===== src/rtl/apb_bridge_gen.sv =====
// rtl/apb_bridge_gen.sv - AHB-Lite to APB bridge with decode, error response and pready timeout
module apb_bridge_gen #(
  parameter int                NUM_SLV   = 12,
  parameter int                ADDR_W    = 32,
  parameter int                DATA_W    = 32,
  parameter int                SLV_BITS  = 12,
  parameter logic [ADDR_W-1:0] BASE_ADDR = 32'h4000_0000,
  parameter int                TIMEOUT   = 256
) (
  input  logic                      hclk,
  input  logic                      hreset,
  input  logic                      hsel,
  input  logic [ADDR_W-1:0]         haddr,
  input  logic [1:0]                htrans,
  input  logic                      hwrite,
  input  logic                      hready,
  input  logic [DATA_W-1:0]         hwdata,
  output logic [DATA_W-1:0]         hrdata,
  output logic                      hreadyout,
  output logic                      hresp,
  output logic [NUM_SLV-1:0]        psel,
  output logic [ADDR_W-1:0]         paddr,
  output logic                      penable,
  output logic                      pwrite,
  output logic [DATA_W-1:0]         pwdata,
  input  logic [NUM_SLV*DATA_W-1:0] prdata,
  input  logic [NUM_SLV-1:0]        pready,
  input  logic [NUM_SLV-1:0]        pslverr
);

  localparam int IDX_W   = (NUM_SLV > 1) ? $clog2(NUM_SLV) : 1;
  localparam int CNT_W   = (TIMEOUT > 0) ? $clog2(TIMEOUT + 1) : 1;
  localparam int TOP_LSB = SLV_BITS + IDX_W;
  localparam logic [CNT_W-1:0] TO_LAST = CNT_W'((TIMEOUT > 0) ? TIMEOUT - 1 : 0);
  localparam logic [CNT_W-1:0] CNT_MAX = {CNT_W{1'b1}};

  typedef enum logic [2:0] {
    S_IDLE,
    S_SETUP,
    S_ACCESS,
    S_ERR1,
    S_ERR2
  } state_t;

  state_t             state, state_nxt;
  logic [IDX_W-1:0]   idx_q;
  logic [CNT_W-1:0]   cnt_q;
  logic [ADDR_W-1:0]  paddr_q;
  logic               pwrite_q;
  logic [DATA_W-1:0]  pwdata_q;

  logic               xfer_valid;
  logic               addr_hit;
  logic [IDX_W-1:0]   h_idx;
  logic               load;
  logic               sel_active;
  logic               pready_sel;
  logic               pslverr_sel;
  logic [DATA_W-1:0]  prdata_sel;
  logic               to_hit;

  // Only NONSEQ/SEQ transfers on a selected, ready bus are accepted
  assign xfer_valid = hsel & hready & ((htrans == 2'b10) | (htrans == 2'b11));
  assign h_idx      = haddr[SLV_BITS +: IDX_W];
  assign addr_hit   = (haddr[ADDR_W-1:TOP_LSB] == BASE_ADDR[ADDR_W-1:TOP_LSB]) &&
                      ({1'b0, h_idx} < (IDX_W+1)'(NUM_SLV));
  assign to_hit     = (TIMEOUT != 0) && (cnt_q == TO_LAST);

  assign paddr  = paddr_q;
  assign pwrite = pwrite_q;

  // Fan out the select and pick the addressed slave's return signals
  always_comb begin
    psel        = '0;
    pready_sel  = 1'b0;
    pslverr_sel = 1'b0;
    prdata_sel  = '0;
    for (int i = 0; i < NUM_SLV; i++) begin
      if (idx_q == IDX_W'(i)) begin
        psel[i]     = sel_active;
        pready_sel  = pready[i];
        pslverr_sel = pslverr[i];
        prdata_sel  = prdata[i*DATA_W +: DATA_W];
      end
    end
  end

  // Next-state and AHB/APB output decode
  always_comb begin
    state_nxt  = state;
    hreadyout  = 1'b1;
    hresp      = 1'b0;
    hrdata     = '0;
    sel_active = 1'b0;
    penable    = 1'b0;
    pwdata     = '0;
    load       = 1'b0;
    case (state)
      S_IDLE: begin
        if (xfer_valid) begin
          load      = 1'b1;
          state_nxt = addr_hit ? S_SETUP : S_ERR1;
        end
      end
      S_SETUP: begin
        sel_active = 1'b1;
        hreadyout  = 1'b0;
        pwdata     = pwrite_q ? hwdata : '0;
        state_nxt  = S_ACCESS;
      end
      S_ACCESS: begin
        sel_active = 1'b1;
        penable    = 1'b1;
        pwdata     = pwrite_q ? pwdata_q : '0;
        if (pready_sel) begin
          if (pslverr_sel) begin
            hreadyout = 1'b0;
            state_nxt = S_ERR1;
          end else begin
            hreadyout = 1'b1;
            if (!pwrite_q) hrdata = prdata_sel;
            if (xfer_valid) begin
              load      = 1'b1;
              state_nxt = addr_hit ? S_SETUP : S_ERR1;
            end else begin
              state_nxt = S_IDLE;
            end
          end
        end else begin
          hreadyout = 1'b0;
          if (to_hit) state_nxt = S_ERR1;
        end
      end
      S_ERR1: begin
        hresp     = 1'b1;
        hreadyout = 1'b0;
        state_nxt = S_ERR2;
      end
      S_ERR2: begin
        hresp = 1'b1;
        if (xfer_valid) begin
          load      = 1'b1;
          state_nxt = addr_hit ? S_SETUP : S_ERR1;
        end else begin
          state_nxt = S_IDLE;
        end
      end
      default: state_nxt = S_IDLE;
    endcase
  end

  // State register
  always_ff @(posedge hclk) begin
    if (hreset) state <= S_IDLE;
    else        state <= state_nxt;
  end

  // Address-phase capture, write data hold and ACCESS wait counter
  always_ff @(posedge hclk) begin
    if (hreset) begin
      paddr_q  <= '0;
      pwrite_q <= 1'b0;
      idx_q    <= '0;
      pwdata_q <= '0;
      cnt_q    <= '0;
    end else begin
      if (load) begin
        paddr_q  <= haddr;
        pwrite_q <= hwrite;
        idx_q    <= h_idx;
      end
      if (state == S_SETUP) begin
        pwdata_q <= hwdata;
        cnt_q    <= '0;
      end else if (state == S_ACCESS && !pready_sel && cnt_q != CNT_MAX) begin
        cnt_q <= cnt_q + CNT_W'(1);
      end
    end
  end

endmodule

===== config.mk =====
export PLATFORM = sky130hd
export DESIGN_NAME = apb_bridge_gen
export DESIGN_NICKNAME = d
export VERILOG_FILES = /design/src/rtl/apb_bridge_gen.sv
export SDC_FILE = /design/constraint.sdc
export NUM_CORES = 1
export LEC_CHECK = 0
export BUFFER_PORTS_ARGS = -buffer_cell sky130_fd_sc_hd__buf_2
export CORE_AREA = 2 2 233 235
export DETAILED_ROUTE_END_ITERATION = 8
export DIE_AREA = 0 0 235 237
export GPL_ROUTABILITY_DRIVEN = 0
export GPL_TIMING_DRIVEN = 0
export SYNTH_ARGS = -nofsm -noshare
export SYNTH_HDL_FRONTEND = slang
export SYNTH_SLANG_ARGS = --single-unit

===== constraint.sdc =====
create_clock -name hclk -period 3.7 [get_ports hclk]
set_input_delay 0 -clock hclk [delete_from_list [all_inputs] [get_ports hclk]]
set_output_delay 0 -clock hclk [all_outputs]
set_load 0.005 [all_outputs]

==> impl_metrics.json, run 1 <==
{
  "status": "complete, no violations",
  "synth_warnings": 0,
  "min_period_ns": 3.64,
  "fin_tns_setup_ns": 0,
  "hold_class": "primary input to flop",
  "yosys.area.top_type_share_pct": 21.2,
  "cts_tree": "yes",
  "grt_use_total_pct": 20.2,
  "num_vias": 10600,
  "p_leak_nw": 5.42,
  "max_freq_ghz": 0.275,
  "syn_area_per_cell_um2": 7.63,
  "yosysTopAreaCell": "dfxtp_1",
  "die_h_um": 237,
  "crit_type": "flop to output port",
  "grt_pass1_vias": 10500,
  "maxSlewHeadroom_pct": 33.7,
  "p_sw_share_pct": 34.0,
  "drc": 0,
  "detail_route.vias_per_cell": 4.54,
  "clock_tree.buffer_depth": 2,
  "arrival_ns": 3.64,
  "ys_async_sr_fraction_pct": 0,
  "ys_top_cells_by_count": "nand2_1, nor2_1, a21oi_1, dfxtp_1",
  "rsz0062_at_grt": "yes",
  "clock-root-buffer": "clkbuf_16",
  "worstPathMaxFanout": 10,
  "min_period_over_period_pct": 98.3,
  "synth.most_common_cell": "nand2_1",
  "dp_hpwl_mm": 49.6,
  "final_core_util_pct": 22.9,
  "p_comb_share_pct": 37.0,
  "crit_chain": "buf_2, inv_1, clkbuf_1, nand3_1, a21oi_1, a31oi_1, o211ai_1, or3_4, buf_2, a21oi_1, buf_2",
  "cts_buffers": 9,
  "finClkSkew_ns": 0.0102,
  "path_common_cell": "buf_2",
  "chipWidth_um": 235,
  "nFillCells": 5992,
  "rows": 85,
  "grt_pass1_wl_mm": 78.9,
  "cp-end-kind": "output port",
  "p_int_mw": 1.97,
  "powerDensity_nw_per_um2": 244,
  "start_util_pct": 13.6,
  "routed_wl_mm": 59.0,
  "worstPathRequired_ns": 3.70,
  "slew_viol_final": 0,
  "drtPass1Iterations": 8,
  "setup-violations-final": 0,
  "core_um2": 53300,
  "hold_violations": 0,
  "synth_flop_cell": "dfxtp_1",
  "slowest_stage": "clkbuf_1",
  "synth-seq-cells": 77,
  "yosysSeqAreaShare_pct": 21.2,
  "ir_drop_v": 0.000349,
  "dp_worst_setup_slack_ns": -0.742,
  "htreeDepth": 3,
  "first_iter_violations": 652,
  "power_switching_mw": 1.01,
  "grt-ovfl-total": 0,
  "detail-route-antenna-nets": 0,
  "port_buffers": 588,
  "antenna_found_initial": 31,
  "synth.distinct_cells": 61,
  "synth_cells": 953,
  "die_area_um2": 55700,
  "pin_count": 591,
  "synthTopCellsByArea": "dfxtp_1, mux4_2, nand2_1",
  "max_cap_violations": 0,
  "drt-wirelength-per-cell_um": 25.3,
  "synth_area_um2": 7270,
  "synth_edf_count": 0,
  "clock-sinks": 77,
  "final_layout_size_suffix_gt1_share_pct": 44.4,
  "p_total_mw": 2.98,
  "clock_latency_ns": 0.35,
  "grt_start_max_net_pins": 15,
  "syn-num-nets": 1435,
  "start_kind": "flop",
  "p_seq_share_pct": 29.8,
  "pwr-share-clk_pct": 33.2,
  "slowest_delay_ns": 0.74,
  "area_growth_pct": 68.1,
  "setup_slack_ns": 0.0646,
  "layout.nets": 2098,
  "postCtsSetupRepairBufs": 0,
  "clkTransAtPathRegs_ns": 0.06,
  "worst_pin_slew_ns": 0.995
}
==> metrics by stage <==
stage | area [µm²] | hold WS, ns | std cells
after floorplan | 7270 | 0.0956 | 953
after global placement | 11100 | 0.262 | 2237
after detailed placement | 11100 | 0.266 | 2238
after CTS | 12200 | 0.113 | 2317
after global routing | 12200 | 0.181 | 2327
final | 12200 | 0.138 | 2333
==> layout make-up <==
class / count / area [µm²] / area share (%)
diodes: 16 / 40.0 / 0.328
plain buffers: 89 / 464 / 3.80
clock buffers: 10 / 229 / 1.87
clock inverters: 6 / 95.1 / 0.779
inverters: 13 / 48.8 / 0.400
multi-input cells: 772 / 5320 / 43.6
flip-flops and latches: 77 / 1540 / 12.6
well taps: 696 / 871 / 7.13
repair buffers: 654 / 3600 / 29.5
==> logic make-up after synthesis <==
| family | synth area share (%) |
|---|---|
| buffers and inverters | 6.49 |
| flip-flops | 21.2 |
| adder cells (fa/ha/maj) | 0.517 |
| AND/OR/NAND/NOR | 23.1 |
| multiplexers | 22.8 |
| XOR/XNOR | 0.723 |
| AO/OA/AOI/OAI | 25.1 |
==> power by group through the flow <==
stage,combinational (mW),clock [mW],sequential (mW)
final,1.10,0.989,0.890
after global routing,1.18,1.04,0.894
after detailed placement,1.03,0,0.907
after global placement,1.02,0,0.907
after CTS,1.10,1.01,0.889
after floorplan,0.458,0,0.904
==> routing by layer <==
metal	GRT usage (%)	routed length (µm)	vias up
met5	0	81	-
met4	9.40	2990	14
met3	5.15	5190	153
met2	34.2	27700	724
met1	23.9	23000	4895
li1	-	-	4803
==> cells in the final DEF, fill, tap and decap left out, types with 7 or more instances in the layout <==
master / netlist / routed
mux2_2: 11 / 11
clkbuf_1: 52 / 43
dlygate4sd3_1: 0 / 65
buf_6: 5 / 7
a21boi_0: 32 / 32
clkbuf_16: 0 / 9
buf_4: 4 / 10
clkbuf_2: 0 / 8
dfxtp_1: 77 / 77
nor2_1: 82 / 79
inv_1: 11 / 11
nand3_1: 7 / 7
mux2i_1: 55 / 55
a221oi_1: 12 / 12
nand2_1: 153 / 152
nor3_1: 17 / 17
buf_2: 23 / 603
a22oi_1: 32 / 32
a21oi_1: 80 / 80
diode_2: 0 / 16
a31oi_1: 10 / 10
mux4_2: 43 / 43
o22ai_1: 9 / 7
nor2b_1: 7 / 7
nand2b_1: 72 / 71
o21ai_0: 72 / 71
==> registers in the layout, summed over array words and instances, names as in the netlist <==
| register | cells |
|---|---|
| idx_q | 3 |
| pwrite | 1 |
| paddr | 29 |
| state | 3 |
| cnt_q | 9 |
| pwdata_q | 32 |
==> final timing paths <==
| path | slack (ns) | endpoint | depth (start not counted) | startpoint |
|---|---|---|---|---|
| worst max-delay path | 0.06 | hrdata[20] | 11 | idx_q[2] |
| worst min-delay path | 0.14 | state[0] | 3 | hready |
| worst max register to register | 0.59 | paddr[28] | 11 | idx_q[2] |
| worst min register to register | 0.45 | pwdata_q[26] | 2 | pwdata_q[26] |
==> critical path: cells and delay by family, from the launching register on <==
kind | cells | cell delay, ns
AND/OR/NAND/NOR | 2 | 0.48
flip-flops | 1 | 0.32
buffers and inverters | 5 | 1.57
AO/OA/AOI/OAI | 4 | 0.90
==> what timing repair did <==
item	in CTS	in global routing
endpoints found under the hold margin	65	0
pin swaps	1	1
gates resized for setup	33	11
endpoints found under the setup margin	64	16
hold buffers	65	0
Note: power is estimated with default switching activity, not from simulation.
==> run 2, diff against run 1 <==
--- a/config.mk
+++ b/config.mk
@@ -6,11 +6,15 @@
 export NUM_CORES = 1
 export LEC_CHECK = 0
 export BUFFER_PORTS_ARGS = -buffer_cell sky130_fd_sc_hd__buf_2
+export CELL_PAD_IN_SITES_DETAIL_PLACEMENT = 0
+export CELL_PAD_IN_SITES_GLOBAL_PLACEMENT = 1
 export CORE_AREA = 2 2 233 235
+export CTS_CLUSTER_SIZE = 8
 export DETAILED_ROUTE_END_ITERATION = 8
 export DIE_AREA = 0 0 235 237
 export GPL_ROUTABILITY_DRIVEN = 0
 export GPL_TIMING_DRIVEN = 0
+export PLACE_DENSITY_LB_ADDON = 0.1
 export SYNTH_ARGS = -nofsm -noshare
 export SYNTH_HDL_FRONTEND = slang
 export SYNTH_SLANG_ARGS = --single-unit
==> impl_metrics.json, run 2 (synthesized netlist as in run 1, its figures left out) <==
{
  "drtPass1Iterations": 6,
  "worstPathRequired_ns": 3.70,
  "final_cell_mix": "buf_2, nand2_1, a21oi_1",
  "crit_type": "flop to output port",
  "slew_viol_final": 0,
  "place_inst": 2237,
  "max_freq_ghz": 0.289,
  "core_um2": 53300,
  "hold_violations": 0,
  "final_layout_size_suffix_gt1_share_pct": 44.2,
  "crit_buf_inv": 5,
  "routed_wl_mm": 56.7,
  "hold_class": "primary input to flop",
  "chipWidth_um": 235,
  "finClkSkew_ns": 0.00887,
  "worstPathMaxFanout": 10,
  "die_area_um2": 55700,
  "maxSlewHeadroom_pct": 39.3,
  "largest_reg_flops": 32,
  "path_common_cell": "buf_2",
  "r2r_slack_ns": 0.64,
  "finalNonFillerCells": 2319,
  "timing.rr.start": "paddr[15]",
  "grt_pass1_vias": 10500,
  "p_leak_nw": 5.39,
  "htreeDepth": 3,
  "top_register": "pwdata_q",
  "cts_buffers": 9,
  "worst_pin_slew_ns": 0.911,
  "start_util_pct": 13.6,
  "grt-ovfl-total": 0,
  "ir_drop_v": 0.000177,
  "dp_worst_setup_slack_ns": -0.473,
  "num_vias": 10000,
  "layout.nets": 2095,
  "critPathTopFamily": "buffers and inverters",
  "powerDensity_nw_per_um2": 234,
  "r2r_end": "idx_q[0]",
  "reg2regPathDepth": 11,
  "clkTransAtPathRegs_ns": 0.07,
  "die_h_um": 237,
  "setup_slack_ns": 0.240,
  "min_period_over_period_pct": 93.5,
  "port_buffers": 588,
  "slowest_delay_ns": 0.48,
  "cp-end-kind": "output port",
  "grt_pass1_wl_mm": 78.4,
  "postCtsSetupRepairBufs": 0,
  "fin_tns_setup_ns": 0,
  "hold_path_depth": 3,
  "crit_chain": "buf_2, buf_2, buf_2, buf_4, mux2_2, a221oi_1, nor2_1, o22ai_2, a21oi_1, buf_2",
  "hold_start": "hready",
  "first_iter_violations": 421,
  "final_common_cell": "buf_2",
  "rsz0062_at_grt": "no",
  "clock_latency_ns": 0.36,
  "detail-route-antenna-nets": 0,
  "drc": 0,
  "grt_use_total_pct": 19.7,
  "min_period_ns": 3.46,
  "arrival_ns": 3.46,
  "setup-violations-final": 0,
  "dp_hpwl_mm": 48.0,
  "grt_start_max_net_pins": 20,
  "start_kind": "flop",
  "clock-root-buffer": "clkbuf_16",
  "status": "complete, no violations",
  "clock_tree.buffer_depth": 2,
  "pin_count": 591,
  "rows": 85,
  "slowest_stage": "a221oi_1",
  "detail_route.vias_per_cell": 4.33,
  "antenna_found_initial": 15,
  "cts_tree": "yes",
  "drt-wirelength-per-cell_um": 24.5,
  "min_to": "state[0]",
  "max_cap_violations": 0,
  "clock-sinks": 77,
  "area_growth_pct": 66.3
}
[run 2: how the worst max path moves through the flow]
stage,cells past startpoint,start,endpoint,slack (ns)
after floorplan,9,idx_q[1],idx_q[0],1.51
after global routing,13,idx_q[0],hrdata[11],0.0008
final,10,idx_q[1],hrdata[20],0.24
after global placement,11,idx_q[1],hrdata[11],-0.46
after detailed placement,9,idx_q[1],hrdata[31],-0.47
after CTS,8,idx_q[2],hrdata[31],0.03
[run 2: timing repair]
item,in CTS,in global routing
endpoints found under the setup margin,34,6
endpoints found under the hold margin,65,0
hold buffers,65,0
gates resized for setup,20,9
[run 2: area by class of cell]
class / count / area (µm²)
clock buffers: 12 / 256
well taps: 696 / 871
repair buffers: 653 / 3590
multi-input cells: 772 / 5310
inverters: 13 / 48.8
clock inverters: 4 / 22.5
plain buffers: 87 / 433
fillers: 6079 / 41200
flip-flops and latches: 77 / 1540
diodes: 5 / 12.5
[run 2: power breakdown]
part / internal [mW] / switching (mW) / leakage (nW)
sequential: 0.867 / 0.0222 / 0.624
clock: 0.488 / 0.395 / 0.138
combinational: 0.497 / 0.562 / 4.63
[run 2: per-stage QoR]
| stage | utilization, % | total power, mW | area (µm²) | hold WS (ns) |
|---|---|---|---|---|
| after floorplan | - | 1.36 | 7270 | 0.0956 |
| after global placement | 20.8 | 1.92 | 11100 | 0.260 |
| after detailed placement | 20.8 | 1.93 | 11100 | 0.267 |
| after CTS | 22.6 | 2.89 | 12100 | 0.122 |
| after global routing | 22.7 | 3.00 | 12100 | 0.172 |
| final | 22.7 | 2.83 | 12100 | 0.148 |
[run 2: metal layers]
layer / GRT usage, % / share of wire (%) / up-vias / wire length, µm
li1: - / - / 4781 / -
met1: 23.9 / 42 / 4806 / 23900
met2: 34.6 / 49 / 379 / 28000
met3: 5.50 / 6.9 / 56 / 3940
met4: 3.70 / 1.3 / 18 / 761
met5: 0 / 0.22 / - / 125
[run 2: tightest hold or removal path: stages]
cell and delay (ns):
buf_2 0.08, and3_1 0.26, o21a_1 0.14
==> run 3, diff against run 2 <==
--- a/config.mk
+++ b/config.mk
@@ -5,6 +5,7 @@
 export SDC_FILE = /design/constraint.sdc
 export NUM_CORES = 1
 export LEC_CHECK = 0
+export ABC_AREA = 1
 export BUFFER_PORTS_ARGS = -buffer_cell sky130_fd_sc_hd__buf_2
 export CELL_PAD_IN_SITES_DETAIL_PLACEMENT = 0
 export CELL_PAD_IN_SITES_GLOBAL_PLACEMENT = 1
@@ -15,6 +16,7 @@
 export GPL_ROUTABILITY_DRIVEN = 0
 export GPL_TIMING_DRIVEN = 0
 export PLACE_DENSITY_LB_ADDON = 0.1
+export SKIP_LAST_GASP = 1
 export SYNTH_ARGS = -nofsm -noshare
 export SYNTH_HDL_FRONTEND = slang
 export SYNTH_SLANG_ARGS = --single-unit
==> impl_metrics.json, run 3 <==
{
  "status": "complete, no violations",
  "grt_pass1_vias": 11300,
  "synth_warnings": 0,
  "clock_tree.buffer_depth": 2,
  "p_leak_nw": 5.16,
  "r2r_slack_ns": 0.72,
  "worst_pin_slew_ns": 1.04,
  "grt_start_max_net_pins": 14,
  "dp_hpwl_mm": 50.6,
  "max_cap_violations": 0,
  "ys_top_cells_by_count": "nand2_1, a21oi_1, nand3_1, dfxtp_1, clkbuf_1",
  "detail-route-antenna-nets": 0,
  "arrival_ns": 3.40,
  "min_period_ns": 3.40,
  "min_to": "state[0]",
  "clock-sinks": 77,
  "place_inst": 2408,
  "clkTransAtPathRegs_ns": 0.06,
  "detail_route.vias_per_cell": 4.32,
  "synth.distinct_cells": 33,
  "grt_pass1_wl_mm": 81.8,
  "antenna_found_initial": 40,
  "hold_start": "hready",
  "reg2regPathDepth": 14,
  "rsz0062_at_grt": "no",
  "max_freq_ghz": 0.294,
  "clock_latency_ns": 0.36,
  "rows": 85,
  "setup-violations-final": 0,
  "synth-seq-cells": 77,
  "die_h_um": 237,
  "slew_viol_final": 0,
  "grt_use_total_pct": 20.5,
  "powerDensity_nw_per_um2": 342,
  "layout.nets": 2270,
  "worstPathMaxFanout": 10,
  "routed_wl_mm": 59.1,
  "largest_reg_flops": 32,
  "yosys.area.top_type_share_pct": 23.9,
  "final_common_cell": "buf_2",
  "drtPass1Iterations": 5,
  "fin_hold_ws_ns": 0.195,
  "drt-wirelength-per-cell_um": 23.5,
  "min_period_over_period_pct": 91.9,
  "drc": 0,
  "start_kind": "flop",
  "hold_path_depth": 5,
  "clock-root-buffer": "clkbuf_16",
  "finClkSkew_ns": 0.00896,
  "finalNonFillerCells": 2513,
  "hold_class": "primary input to flop",
  "cts_buffers": 9,
  "port_buffers": 588,
  "crit_type": "flop to output port",
  "synth_area_um2": 6450,
  "fin_tns_setup_ns": 0,
  "r2r_end": "idx_q[1]",
  "cp-end-kind": "output port",
  "syn-num-nets": 1606,
  "yosysSeqAreaShare_pct": 23.9,
  "synth_cells": 1124,
  "core_um2": 53300,
  "final_area_um2": 11400,
  "area_growth_pct": 76.3,
  "ir_drop_v": 0.000376,
  "chipWidth_um": 235,
  "hold_violations": 0,
  "htreeDepth": 3,
  "pin_count": 591,
  "cp.depth": 12,
  "grt-ovfl-total": 0,
  "worstPathRequired_ns": 3.70,
  "critPathTopFamily": "simple AND/OR/NAND/NOR gates",
  "first_iter_violations": 472,
  "timing.rr.start": "idx_q[2]",
  "synth_flop_cell": "dfxtp_1",
  "final_layout_size_suffix_gt1_share_pct": 36.4,
  "cts_tree": "yes",
  "final_core_util_pct": 21.3,
  "ys_async_sr_fraction_pct": 0,
  "final_cell_mix": "buf_2, nand2_1, a21oi_1",
  "placed_area_um2": 10300,
  "synth.most_common_cell": "nand2_1",
  "die_area_um2": 55700,
  "crit_buf_inv": 3,
  "slowest_delay_ns": 0.40,
  "maxSlewHeadroom_pct": 31.0,
  "synthTopCellsByArea": "dfxtp_1, nand2_1, a21oi_1",
  "nFillCells": 6345,
  "crit_chain": "nor2_2, buf_2, buf_1, nand3_1, nand4_1, o21ai_0, nand4_1, o21ai_0, nand4_1, o21ai_0, nor3_1, buf_2",
  "top_register": "pwdata_q",
  "yosysTopAreaCell": "dfxtp_1",
  "num_vias": 10900,
  "postCtsSetupRepairBufs": 0,
  "syn_area_per_cell_um2": 5.74,
  "slowest_stage": "dfxtp_1",
  "synth_edf_count": 0,
  "start_util_pct": 12.1
}
run 3: what timing repair did:
action	4_1_cts	5_1_grt
hold buffers	65	0
pin swaps	0	0
hold endpoints to repair	65	0
gates resized for setup	6	8
endpoints found under the setup margin	33	9
run 3: where the power goes:
part,switching [mW],internal [mW]
sequential,0.0711,0.943
combinational,1.15,0.626
clock,0.400,0.698
total,1.62,2.27
run 3: logic make-up (layout without fill, tap and decap cells):
group	after synthesis	count (layout)	share of synthesized area, %
other	0	24	0
AOI/OAI and AO/OA	264	264	22.2
xor gates and xnor gates	3	3	0.407
and+or+nand+nor	647	647	44.9
DFF	77	77	23.9
buffers and inverters	130	799	8.07
adders and majority gates	3	3	0.582
run 3: how the worst max path moves through the flow:
stage | from | end | slack (ns)
2_1_floorplan | paddr[15] | idx_q[0] | 1.75
3_3_place_gp | paddr[15] | hrdata[30] | -0.06
3_5_place_dp | paddr[15] | hrdata[30] | -0.15
4_1_cts | idx_q[0] | hrdata[7] | 0.02
5_1_grt | idx_q[2] | hrdata[8] | 0.005
6_report | idx_q[2] | hrdata[8] | 0.30
run 3: layer usage:
layer / share of wire, % / track usage, % / up-vias
met5: 0.22 / 0 / -
li1: - / - / 5265
met2: 52 / 37.6 / 407
met4: 3.7 / 9.55 / 20
met1: 37 / 21.7 / 5091
met3: 6.6 / 5.48 / 85
run 3: layout make-up:
class	instances	area, µm²	share of cell area [%]
Antenna cell	24	60.1	0.528
Sequential cell	77	1540	13.6
Clock inverter	5	106	0.935
Multi-Input combinational cell	917	4420	38.9
Tap cell	696	871	7.66
Inverter	47	176	1.55
Buffer	83	349	3.07
Clock buffer	11	253	2.22
Timing Repair Buffer	653	3590	31.6
run 3: worst reg2reg max path: cells and delay by family, from the launching register on:
family                 cells  cell delay, ns
flip-flops                 1            0.40
AND/OR/NAND/NOR           11            1.98
buffers and inverters      2            0.42
AO/OA/AOI/OAI              1            0.12
run 3: metrics by stage:
step / setup WS (ns) / power [mW]
finish: 0.300 / 3.89
global route: 0.00484 / 4.17
CTS: 0.0224 / 3.98
detailed placement: -0.153 / 2.79
global placement: -0.0599 / 2.79
floorplan: 1.75 / 1.85
